<file path="src/rtl/alu_pkg.sv">
// alu_pkg: shared types for the pipelined ALU.
//   OP_W      - opcode width
//   alu_op_t  - opcode encoding seen on the pipelined_alu op port
//   is_sub_path() - opcodes that run the adder as a - b (with optional borrow)
package alu_pkg;

  localparam int OP_W = 4;

  typedef enum logic [OP_W-1:0] {
    OP_ADD     = 4'd0,
    OP_SUB     = 4'd1,
    OP_ADC     = 4'd2,
    OP_SBB     = 4'd3,
    OP_AND     = 4'd4,
    OP_OR      = 4'd5,
    OP_XOR     = 4'd6,
    OP_NAND    = 4'd7,
    OP_NOR     = 4'd8,
    OP_CMP_EQ  = 4'd9,
    OP_CMP_LT  = 4'd10,
    OP_CMP_LTU = 4'd11,
    OP_SLL     = 4'd12,
    OP_SRL     = 4'd13,
    OP_SRA     = 4'd14,
    OP_PASS_A  = 4'd15
  } alu_op_t;

  // Compares reuse the subtract datapath, so they invert b like SUB/SBB.
  function automatic logic is_sub_path(input alu_op_t op);
    return (op == OP_SUB) || (op == OP_SBB) || (op == OP_CMP_LT) || (op == OP_CMP_LTU);
  endfunction

endpackage

</file>
<file path="src/rtl/cla_adder_n.sv">
// cla_adder_n: combinational block carry-lookahead adder.
//   a, b          - WIDTH-bit addends
//   cin           - carry into bit 0
//   sum           - WIDTH-bit sum
//   cout          - carry out of the MSB
//   msb_carry_in  - carry into the MSB (cout ^ msb_carry_in is signed overflow)
// Bits are split into CLA_GROUP-bit groups. Every group carry-in is a flat
// sum of products of group generate/propagate terms, so no carry ripples
// from one group into the next; only the short in-group chain remains.
module cla_adder_n #(
  parameter int WIDTH     = 16,
  parameter int CLA_GROUP = 4
) (
  input  logic [WIDTH-1:0] a,
  input  logic [WIDTH-1:0] b,
  input  logic             cin,
  output logic [WIDTH-1:0] sum,
  output logic             cout,
  output logic             msb_carry_in
);

  localparam int NG = WIDTH / CLA_GROUP;

  logic [WIDTH-1:0] gen;
  logic [WIDTH-1:0] prop;
  logic [NG-1:0]    grp_g;
  logic [NG-1:0]    grp_p;
  logic [NG:0]      grp_c;
  logic [WIDTH:0]   c;

  assign gen  = a & b;
  assign prop = a ^ b;

  // Group generate/propagate from the bit terms of each group.
  always_comb begin
    grp_g = '0;
    grp_p = '0;
    for (int k = 0; k < NG; k++) begin
      grp_p[k] = &prop[k*CLA_GROUP +: CLA_GROUP];
      for (int i = 0; i < CLA_GROUP; i++) begin
        grp_g[k] = gen[k*CLA_GROUP+i] | (prop[k*CLA_GROUP+i] & grp_g[k]);
      end
    end
  end

  // Group carry-ins: c[k] = cin&P[0..k-1] | OR_j G[j]&P[j+1..k-1].
  always_comb begin
    logic term;
    term  = 1'b0;
    grp_c = '0;
    grp_c[0] = cin;
    for (int k = 1; k <= NG; k++) begin
      term = cin;
      for (int m = 0; m < k; m++) begin
        term = term & grp_p[m];
      end
      grp_c[k] = term;
      for (int j = 0; j < k; j++) begin
        term = grp_g[j];
        for (int m = j + 1; m < k; m++) begin
          term = term & grp_p[m];
        end
        grp_c[k] = grp_c[k] | term;
      end
    end
  end

  // Bit carries: seeded by the lookahead carry at each group boundary.
  always_comb begin
    c = '0;
    for (int k = 0; k < NG; k++) begin
      c[k*CLA_GROUP] = grp_c[k];
      for (int i = 1; i < CLA_GROUP; i++) begin
        c[k*CLA_GROUP+i] = gen[k*CLA_GROUP+i-1] | (prop[k*CLA_GROUP+i-1] & c[k*CLA_GROUP+i-1]);
      end
    end
    c[WIDTH] = grp_c[NG];
  end

  assign sum          = prop ^ c[WIDTH-1:0];
  assign cout         = c[WIDTH];
  assign msb_carry_in = c[WIDTH-1];

endmodule

</file>
<file path="src/rtl/pipelined_alu.sv">
// pipelined_alu: two-stage ALU with valid/ready on both sides and NZCV flags.
//   clk, reset (async, active-high), enable (0 freezes every register)
//   in_valid/in_ready, a, b, op, carry_in   - operand beat (captured in S1)
//   out_valid/out_ready, result, zero, negative, carry, overflow - S2 beat
// S1 holds raw operands; the ALU sits between S1 and S2 and S2 holds the
// result and flags. Holds at most two beats, never reorders.
module pipelined_alu
  import alu_pkg::*;
#(
  parameter int WIDTH     = 16,
  parameter int CLA_GROUP = 4
) (
  input  logic             clk,
  input  logic             reset,
  input  logic             enable,
  input  logic             in_valid,
  output logic             in_ready,
  input  logic [WIDTH-1:0] a,
  input  logic [WIDTH-1:0] b,
  input  alu_op_t          op,
  input  logic             carry_in,
  output logic             out_valid,
  input  logic             out_ready,
  output logic [WIDTH-1:0] result,
  output logic             zero,
  output logic             negative,
  output logic             carry,
  output logic             overflow
);

  localparam int SH_W = $clog2(WIDTH);

  // S1 operand registers
  logic             s1_valid_q, s1_valid_d;
  logic [WIDTH-1:0] a_q, a_d;
  logic [WIDTH-1:0] b_q, b_d;
  alu_op_t          op_q, op_d;
  logic             cin_q, cin_d;

  // S2 result registers
  logic             s2_valid_q, s2_valid_d;
  logic [WIDTH-1:0] result_q, result_d;
  logic             zero_q, zero_d;
  logic             negative_q, negative_d;
  logic             carry_q, carry_d;
  logic             overflow_q, overflow_d;

  logic             s1_load;
  logic             s2_load;

  // Adder datapath
  logic [WIDTH-1:0] add_b;
  logic             add_cin;
  logic [WIDTH-1:0] add_sum;
  logic             add_cout;
  logic             add_cmsb;
  logic             add_ovf;
  logic [SH_W-1:0]  shamt;

  // ALU outputs before S2
  logic [WIDTH-1:0] alu_res;
  logic             alu_carry;
  logic             alu_ovf;

  // S2 takes a beat when S1 has one and S2 is empty or draining this edge;
  // S1 is free whenever it is empty or its beat moves into S2.
  assign s2_load   = enable && s1_valid_q && (!s2_valid_q || out_ready);
  assign s1_load   = enable && (!s1_valid_q || s2_load);
  assign in_ready  = s1_load && !reset;
  assign out_valid = s2_valid_q && enable;

  assign result   = result_q;
  assign zero     = zero_q;
  assign negative = negative_q;
  assign carry    = carry_q;
  assign overflow = overflow_q;

  // Operand select: invert b and pick the carry-in for subtract-style ops.
  always_comb begin
    add_b = is_sub_path(op_q) ? ~b_q : b_q;
    case (op_q)
      OP_ADD:     add_cin = 1'b0;
      OP_ADC:     add_cin = cin_q;
      OP_SUB:     add_cin = 1'b1;
      OP_SBB:     add_cin = ~cin_q;
      OP_CMP_LT:  add_cin = 1'b1;
      OP_CMP_LTU: add_cin = 1'b1;
      default:    add_cin = 1'b0;
    endcase
  end

  cla_adder_n #(
    .WIDTH     (WIDTH),
    .CLA_GROUP (CLA_GROUP)
  ) u_cla (
    .a            (a_q),
    .b            (add_b),
    .cin          (add_cin),
    .sum          (add_sum),
    .cout         (add_cout),
    .msb_carry_in (add_cmsb)
  );

  // Signed overflow of the adder, valid for both a+b and a+~b forms.
  assign add_ovf = add_cout ^ add_cmsb;
  assign shamt   = b_q[SH_W-1:0];

  // Result and carry/overflow selection per opcode.
  always_comb begin
    alu_res   = '0;
    alu_carry = 1'b0;
    alu_ovf   = 1'b0;
    case (op_q)
      OP_ADD, OP_ADC: begin
        alu_res   = add_sum;
        alu_carry = add_cout;
        alu_ovf   = add_ovf;
      end
      OP_SUB, OP_SBB: begin
        alu_res   = add_sum;
        alu_carry = ~add_cout;  // borrow
        alu_ovf   = add_ovf;
      end
      OP_AND:     alu_res = a_q & b_q;
      OP_OR:      alu_res = a_q | b_q;
      OP_XOR:     alu_res = a_q ^ b_q;
      OP_NAND:    alu_res = ~(a_q & b_q);
      OP_NOR:     alu_res = ~(a_q | b_q);
      OP_CMP_EQ:  alu_res = {{(WIDTH-1){1'b0}}, (a_q == b_q)};
      OP_CMP_LT:  alu_res = {{(WIDTH-1){1'b0}}, (add_sum[WIDTH-1] ^ add_ovf)};
      OP_CMP_LTU: alu_res = {{(WIDTH-1){1'b0}}, ~add_cout};
      OP_SLL:     alu_res = a_q << shamt;
      OP_SRL:     alu_res = a_q >> shamt;
      OP_SRA:     alu_res = $signed(a_q) >>> shamt;
      OP_PASS_A:  alu_res = a_q;
      default:    alu_res = '0;
    endcase
  end

  // S1 next state: capture the operand beat whenever S1 is free.
  always_comb begin
    s1_valid_d = s1_valid_q;
    a_d        = a_q;
    b_d        = b_q;
    op_d       = op_q;
    cin_d      = cin_q;
    if (s1_load) begin
      s1_valid_d = in_valid;
      if (in_valid) begin
        a_d   = a;
        b_d   = b;
        op_d  = op;
        cin_d = carry_in;
      end else begin
        a_d   = a_q;
      end
    end else begin
      s1_valid_d = s1_valid_q;
    end
  end

  // S2 next state: load result and flags, or retire the beat downstream.
  always_comb begin
    s2_valid_d = s2_valid_q;
    result_d   = result_q;
    zero_d     = zero_q;
    negative_d = negative_q;
    carry_d    = carry_q;
    overflow_d = overflow_q;
    if (s2_load) begin
      s2_valid_d = 1'b1;
      result_d   = alu_res;
      zero_d     = (alu_res == '0);
      negative_d = alu_res[WIDTH-1];
      carry_d    = alu_carry;
      overflow_d = alu_ovf;
    end else if (enable && out_ready) begin
      // Result/flags keep their last value after the beat leaves.
      s2_valid_d = 1'b0;
    end else begin
      s2_valid_d = s2_valid_q;
    end
  end

  // Pipeline registers with asynchronous reset.
  always_ff @(posedge clk or posedge reset) begin
    if (reset) begin
      s1_valid_q <= 1'b0;
      a_q        <= '0;
      b_q        <= '0;
      op_q       <= OP_ADD;
      cin_q      <= 1'b0;
      s2_valid_q <= 1'b0;
      result_q   <= '0;
      zero_q     <= 1'b0;
      negative_q <= 1'b0;
      carry_q    <= 1'b0;
      overflow_q <= 1'b0;
    end else begin
      s1_valid_q <= s1_valid_d;
      a_q        <= a_d;
      b_q        <= b_d;
      op_q       <= op_d;
      cin_q      <= cin_d;
      s2_valid_q <= s2_valid_d;
      result_q   <= result_d;
      zero_q     <= zero_d;
      negative_q <= negative_d;
      carry_q    <= carry_d;
      overflow_q <= overflow_d;
    end
  end

endmodule
</file>
<file path="config.mk">
export PLATFORM = sky130hd
export DESIGN_NAME = pipelined_alu
export DESIGN_NICKNAME = d
export VERILOG_FILES = /design/src/rtl/alu_pkg.sv /design/src/rtl/cla_adder_n.sv /design/src/rtl/pipelined_alu.sv
export SDC_FILE = /design/constraint.sdc
export NUM_CORES = 1
export LEC_CHECK = 0
export CAP_MARGIN = 10
export CORE_ASPECT_RATIO = 1.2
export CORE_MARGIN = 5
export CORE_UTILIZATION = 40
export DETAILED_ROUTE_END_ITERATION = 7
export PLACE_DENSITY_LB_ADDON = 0.3
export SYNTH_ARGS = -nofsm -noshare
export SYNTH_HDL_FRONTEND = slang
export SYNTH_SLANG_ARGS = --single-unit
</file>
<file path="constraint.sdc">
create_clock -name clk -period 4.8 [get_ports clk]
set_input_delay 0.96 -clock clk [delete_from_list [all_inputs] [get_ports clk]]
set_output_delay 0.96 -clock clk [all_outputs]
set_load 0.02 [all_outputs]
</file>
# After elaboration in Yosys (flattened, before gate mapping)
# Index checks and enable logic that the tools add are counted.
# totals
register_bits	59
output_inout_bits	22
word_cells	144
inputBits	42
# op_classes
bitwise	81
eq_ne	16
muxes	7
shifts	3
n_reduce_logical	26
# ops
op	count
16-bit case mux with 13 select lines	1
16-bit NOT	3
16-bit bitwise XOR	3
1-bit bitwise AND	34
1-bit OR	34
16-bit bitwise AND	2
4-bit == test, second input constant	8
16-bit == test	1
4-bit by 3-bit == test with 1-bit output, second input constant	4
16-bit zero test	1
16-bit two-way mux	1
16-bit OR	1
4-bit AND reduction	4
16-bit by 4-bit left shift with 16-bit output	1
16-bit by 4-bit >> shifter with 16-bit output	1
16-bit by 4-bit >>> shifter with 16-bit output	1
4-bit by 2-bit == test with 1-bit output, second input constant	2
1-bit logical AND	6
1-bit logical OR	5
4-bit by 1-bit == test with 1-bit output, second input constant	1
4-bit zero test	1
2-bit OR reduction	2
4-bit OR reduction	1
1-bit zero test	3
other kinds (8)	12

# Depth between registers and ports, before layout
# logic_depth
ltp_word	27
depth_mapped	25
mapped_depth_nobuf	21

# Modules after synthesis
# A second synthesis with hierarchy kept.
# hier_totals
hier_cells	725
hier_area_um2	6468.7
# by_module_without_submodules
module	seq_area_each_um2	cells_per_inst	area_each_um2	n_inst
pipelined_alu	1451.4	657	5788.1	1
cla_adder_n	0.0	68	680.7	1

# Least setup slack after synthesis
# OpenSTA, ideal clock, no wires.
# synth_path
path_kind	flip-flop to flip-flop
startpoint	register op_q[0]
endpoint	register zero_q (netlist: zero)
required_ns	4.734
setup_time_ns	0.066
slack_ns	-0.480
synth_period_minus_slack_ns	5.280
path_buffers	5
path_stages_with_launch	26
t_arrival_ns	5.213
cell_sequence	dfrtp_1 buf_2 buf_2 buf_2 buf_2 a21oi_1 nor2_1 buf_2 xnor2_1 ha_1 o21ai_0 a22oi_1 a41oi_1 nor2_1 nor2_1 fa_1 fa_1 fa_1 xnor2_1 a21oi_1 o21ai_0 o2bb2ai_1 a211oi_1 nand4_1 nor3_1 a32o_2
# synth_via
elab_chain_cells	27
elab_cells_between_ends	103
cone_classes	15 x eq/ne; 3 x mux; 74 x bitwise; 11 x reduce/logical
# synth_lines
item	line_no	source
start: declaration	pipelined_alu.sv:37	alu_op_t op_q, op_d;
start signal: assignment	pipelined_alu.sv:203	op_q <= op_d;
4-bit by 1-bit == test with 1-bit output or 4-bit by 2-bit == test with 1-bit output (tied branches)	alu_pkg.sv:30, pipelined_alu.sv:81, pipelined_alu.sv:113	
1-bit logical OR (3 in series)	alu_pkg.sv:30	return (op == OP_SUB) || (op == OP_SBB) || (op == OP_CMP_LT) || (op == OP_CMP_LTU);
16-bit two-way mux	pipelined_alu.sv:80	add_b = is_sub_path(op_q) ? ~b_q : b_q;
16-bit bitwise XOR or 16-bit bitwise AND (tied branches)	cla_adder_n.sv:32, cla_adder_n.sv:31	
1-bit bitwise AND	cla_adder_n.sv:41	grp_g[k] = gen[k*CLA_GROUP+i] | (prop[k*CLA_GROUP+i] & grp_g[k]);
1-bit OR	cla_adder_n.sv:41	
1-bit bitwise AND	cla_adder_n.sv:41	
1-bit OR	cla_adder_n.sv:41	
[... 9 more ...]	n/a	
1-bit bitwise AND	cla_adder_n.sv:74	c[k*CLA_GROUP+i] = gen[k*CLA_GROUP+i-1] | (prop[k*CLA_GROUP+i-1] & c[k*CLA_GROUP+i-1]);
1-bit OR	cla_adder_n.sv:74	
1-bit bitwise AND	cla_adder_n.sv:74	
1-bit OR	cla_adder_n.sv:74	
16-bit bitwise XOR or 1-bit bitwise XOR (tied branches)	cla_adder_n.sv:80, pipelined_alu.sv:105	
1-bit bitwise XOR	pipelined_alu.sv:130	OP_CMP_LT: alu_res = {{(WIDTH-1){1'b0}}, (add_sum[WIDTH-1] ^ add_ovf)};
16-bit case mux with 13 select lines (*)	pipelined_alu.sv:113	case (op_q)
16-bit zero test (*)	pipelined_alu.sv:173	zero_d = (alu_res == '0);
end signal: assignment	pipelined_alu.sv:207	zero_q <= zero_d;
end: declaration	pipelined_alu.sv:43	logic zero_q, zero_d;
# Every way passes the cells marked *; elsewhere a longest branch is shown, timed or not.
# A chain may end at the register's enable or synchronous reset.

# Worst setup path after layout
# layout_path
startpoint	register op_q[3]
endpoint	register zero_q (netlist: zero)
# Same word-level chain as after synthesis.

==> impl_metrics.yaml <==
clock_network:
  cts.clk_slew.worst_paths_ns: 0.06
  cts_tree: "done"
  cts_hold_buf: 0
  cts_made_buffers: 9
  cts_sinks: 58
  clk_path_buf_depth: 2
  cts_max_level: 3
  root_buffer: "clkbuf_16"
  worstSkewPairLatency_ns: 0.36
logic_synthesis:
  synth_xor_area_frac: 0.0312
  synth_top_family_by_area: "multiplexers"
  synth_area_leaders: "dfrtp_1, ha_1, mux2_2"
  synthSimpleGateAreaFrac: 0.154
  synth.distinct_cells: 71
  netlist_top_cells_count: "nand2_1, dfrtp_1, ha_1"
  synthAdderAreaFrac: 0.132
  syn_area_per_cell_sq_um: 8.93
  synth_edf_count: 0
  synth_area_leader_cell: "dfrtp_1"
  synthArstFlopShare: 1.00
  synth_nets: 827
  synth_ff_type: "dfrtp_1"
  yosysMostFrequentCell: "nand2_1"
  ys_ff_latch: 58
  synth_top_area_share: 0.224
  yosys_warnings: 0
  ys_seq_area_frac: 0.224
  synthesis.area_sq_um: 6470
  syn_inst: 724
  synth_compound_area_frac: 0.182
  synth_mux_area_frac: 0.204
timing:
  final.period_utilization: 0.952
  worst_pin_slew_ns: 1.21
  post-route-min-period_ns: 4.57
  finalHoldViolCount: 0
  rsz0062_at_grt: "no"
  max_freq_ghz: 0.219
  slew_violations: 0
  finalSetupViolCount: 0
  final.setup.worst_slack_ns: 0.232
  finalSetupTns_ns: 0
  skew_ns: 0.0173
  worst_slew_margin_rel: 0.176
worst_setup_path:
  cp.arrival_ns: 4.86
  crit_type: "reg -> reg"
  critPathMaxStageDelay_ns: 0.41
  crit_family: "adder cells"
  cp-start-kind: "flop"
  crit_slowest_cell: "fa_1"
  cp.required_ns: 5.10
  endpoint_kind: "flop"
  crit_chain: "and2_1, a21oi_2, nor2_4, buf_12, xnor2_1, ha_1, o21ai_0, a22oi_1, a41oi_2, nor2_1, nor2_1, fa_2, fa_2, fa_1, xnor2_1, a21oi_1, o21ai_1, o2bb2ai_1, a211oi_2, nand4_1, nor3_2, a32o_2"
  crit_path_max_fanout: 7
  critPathBufInv: 1
pwr:
  powerDensity_nw_per_um2: 640
  peakVddDrop_uv: 252
  leakagePower_nw: 3.31
floorplanning:
  start_util: 0.402
  rows: 51
  core-area_sq_um: 16100
  dieArea_sq_um: 18800
  fp.dieW_um: 126
  die_height_um: 149
  pin_count: 64
final_layout:
  fin_area_sq_um: 7770
  fillers: 1587
  drive_gt1_frac: 0.178
  insertedDiodeCount: 0
  area_growth_pct: 20.2
  finalNetCount: 878
  instances_no_fill: 991
  multi_input_area_sq_um: 4590
  seq_area_sq_um: 1450
detailed_routing:
  wl_per_cell_um: 24.1
  vias: 6182
  drcViolationCount: 0
  postRouteWirelength_um: 23900
  drt.antenna.violating_nets: 0
  drt_iter0_drc: 698
  vias_per_cell: 6.24
  drt_pre_antenna_iters: 6
global_routing:
  grt_overflow: 0
  first_global_vias: 6077
  grt_antenna_before_repair: 0
  grt_first_pass_wirelength_um: 36900
  grt_max_degree: 59
  grtUsageTotal: 0.256
placed_design:
  gp_congestion: 0.998
  dp_slack_ns: 0.112
  placed_cell_area_sq_um: 7380
  io_buffers: 63
  dp_hpwl_um: 17800
  place_inst: 975
job:
  drv_cap: 0
outcome:
  status: "finished clean"
hold_path:
  hold_path.class: "reg -> reg"
-- per-layer routing --
layer  vias up  GRT usage  wire [um]
li1       2757          -          -
met1      3033      0.331       9750
met2       319      0.411      11200
met3        73     0.0419       1640
met4         0      0.134       1270
met5         -          0          0
-- where the power goes --
group          total, W  internal [W]  switching, W
Clock          0.000800      0.000534      0.000266
Sequential     0.000775      0.000647      0.000127
Combinational   0.00340       0.00142       0.00199
-- worst reg2reg max path, delay by kind of cell (launching register included) --
family          cells  cell delay [ns]
fa+ha+maj           4             1.47
compound gates      9             1.46
flops               1             0.40
simple gates        6             0.77
buf+inv             1             0.14
xor+xnor            2             0.27
-- repair_timing --
| item | in CTS | in global routing |
|---|---|---|
| buffers inserted | 0 | 1 |
| resized for setup | 0 | 6 |
| endpoints found under the setup margin | 0 | 1 |
-- path summary, 6_finish.rpt --
path,start,to,slack [ns],cells after the start
min in group asynchronous,reset,a_q[3],1.21,3
min,result[14],result[14],0.47,2
max reg2reg,op_q[3],zero,0.23,22
min reg2reg,result[14],result[14],0.47,2
max in group asynchronous,reset,b_q[1],3.06,3
max,op_q[3],zero,0.23,22
-- layout make-up --
cell class              count  area share
multi-input cells         555       0.591
flip-flops and latches     58       0.187
repair buffers            100       0.118
well taps                 212      0.0341
clock buffers              11      0.0325
inverters                  51      0.0246
clock inverters             4      0.0127
-- cell families (layout without fill, tap and decap cells) --
logic type / count (synthesis) / count (layout)
fa+ha+maj: 61 / 61
buf+inv: 111 / 166
compound gates: 169 / 169
mux: 97 / 97
flops: 58 / 58
simple gates: 205 / 205
xor+xnor: 23 / 23
-- metrics by stage --
stage	utilization	total power, W	hold WS [ns]
final	0.484	0.00498	0.472
after global routing	0.484	0.00528	0.488
after CTS	0.481	0.00490	0.478
after detailed placement	0.459	0.00407	0.465
after global placement	0.459	0.00403	0.458
after floorplan	-	0.00298	0.450
-- placed cells by master, fill, tap and decap left out, drive strengths merged, types with 6 or more instances in the layout --
cell           netlist  layout
mux2i               27      27
clkdlybuf4s50        0      63
a211oi               7       7
o21ai               36      36
or3                  7       7
clkbuf              30      11
nor3                12      12
and2                 7       7
nand4                8       8
nor4                 8       8
o211ai               7       7
a21oi               36      36
a221oi               7       7
nand3               11      11
mux2                48      48
mux4                22      22
nand2               73      73
buf                 30      37
nor2b               10      10
xnor2               21      21
and3                 7       7
inv                 49      49
dfrtp               58      58
a22oi               10      10
o22ai               11      11
fa                  12      12
nor2                41      41
a21o                 6       6
ha                  49      49
a2111oi              6       6
-- flip-flops by register name, indices dropped and copies added (netlist names) --
name / flops
a_q: 16
b_q: 16
carry: 1
cin_q: 1
op_q: 4
overflow: 1
result: 16
s1_valid_q: 1
s2_valid_q: 1
zero: 1
Note: power is estimated with default switching activity, not from simulation.
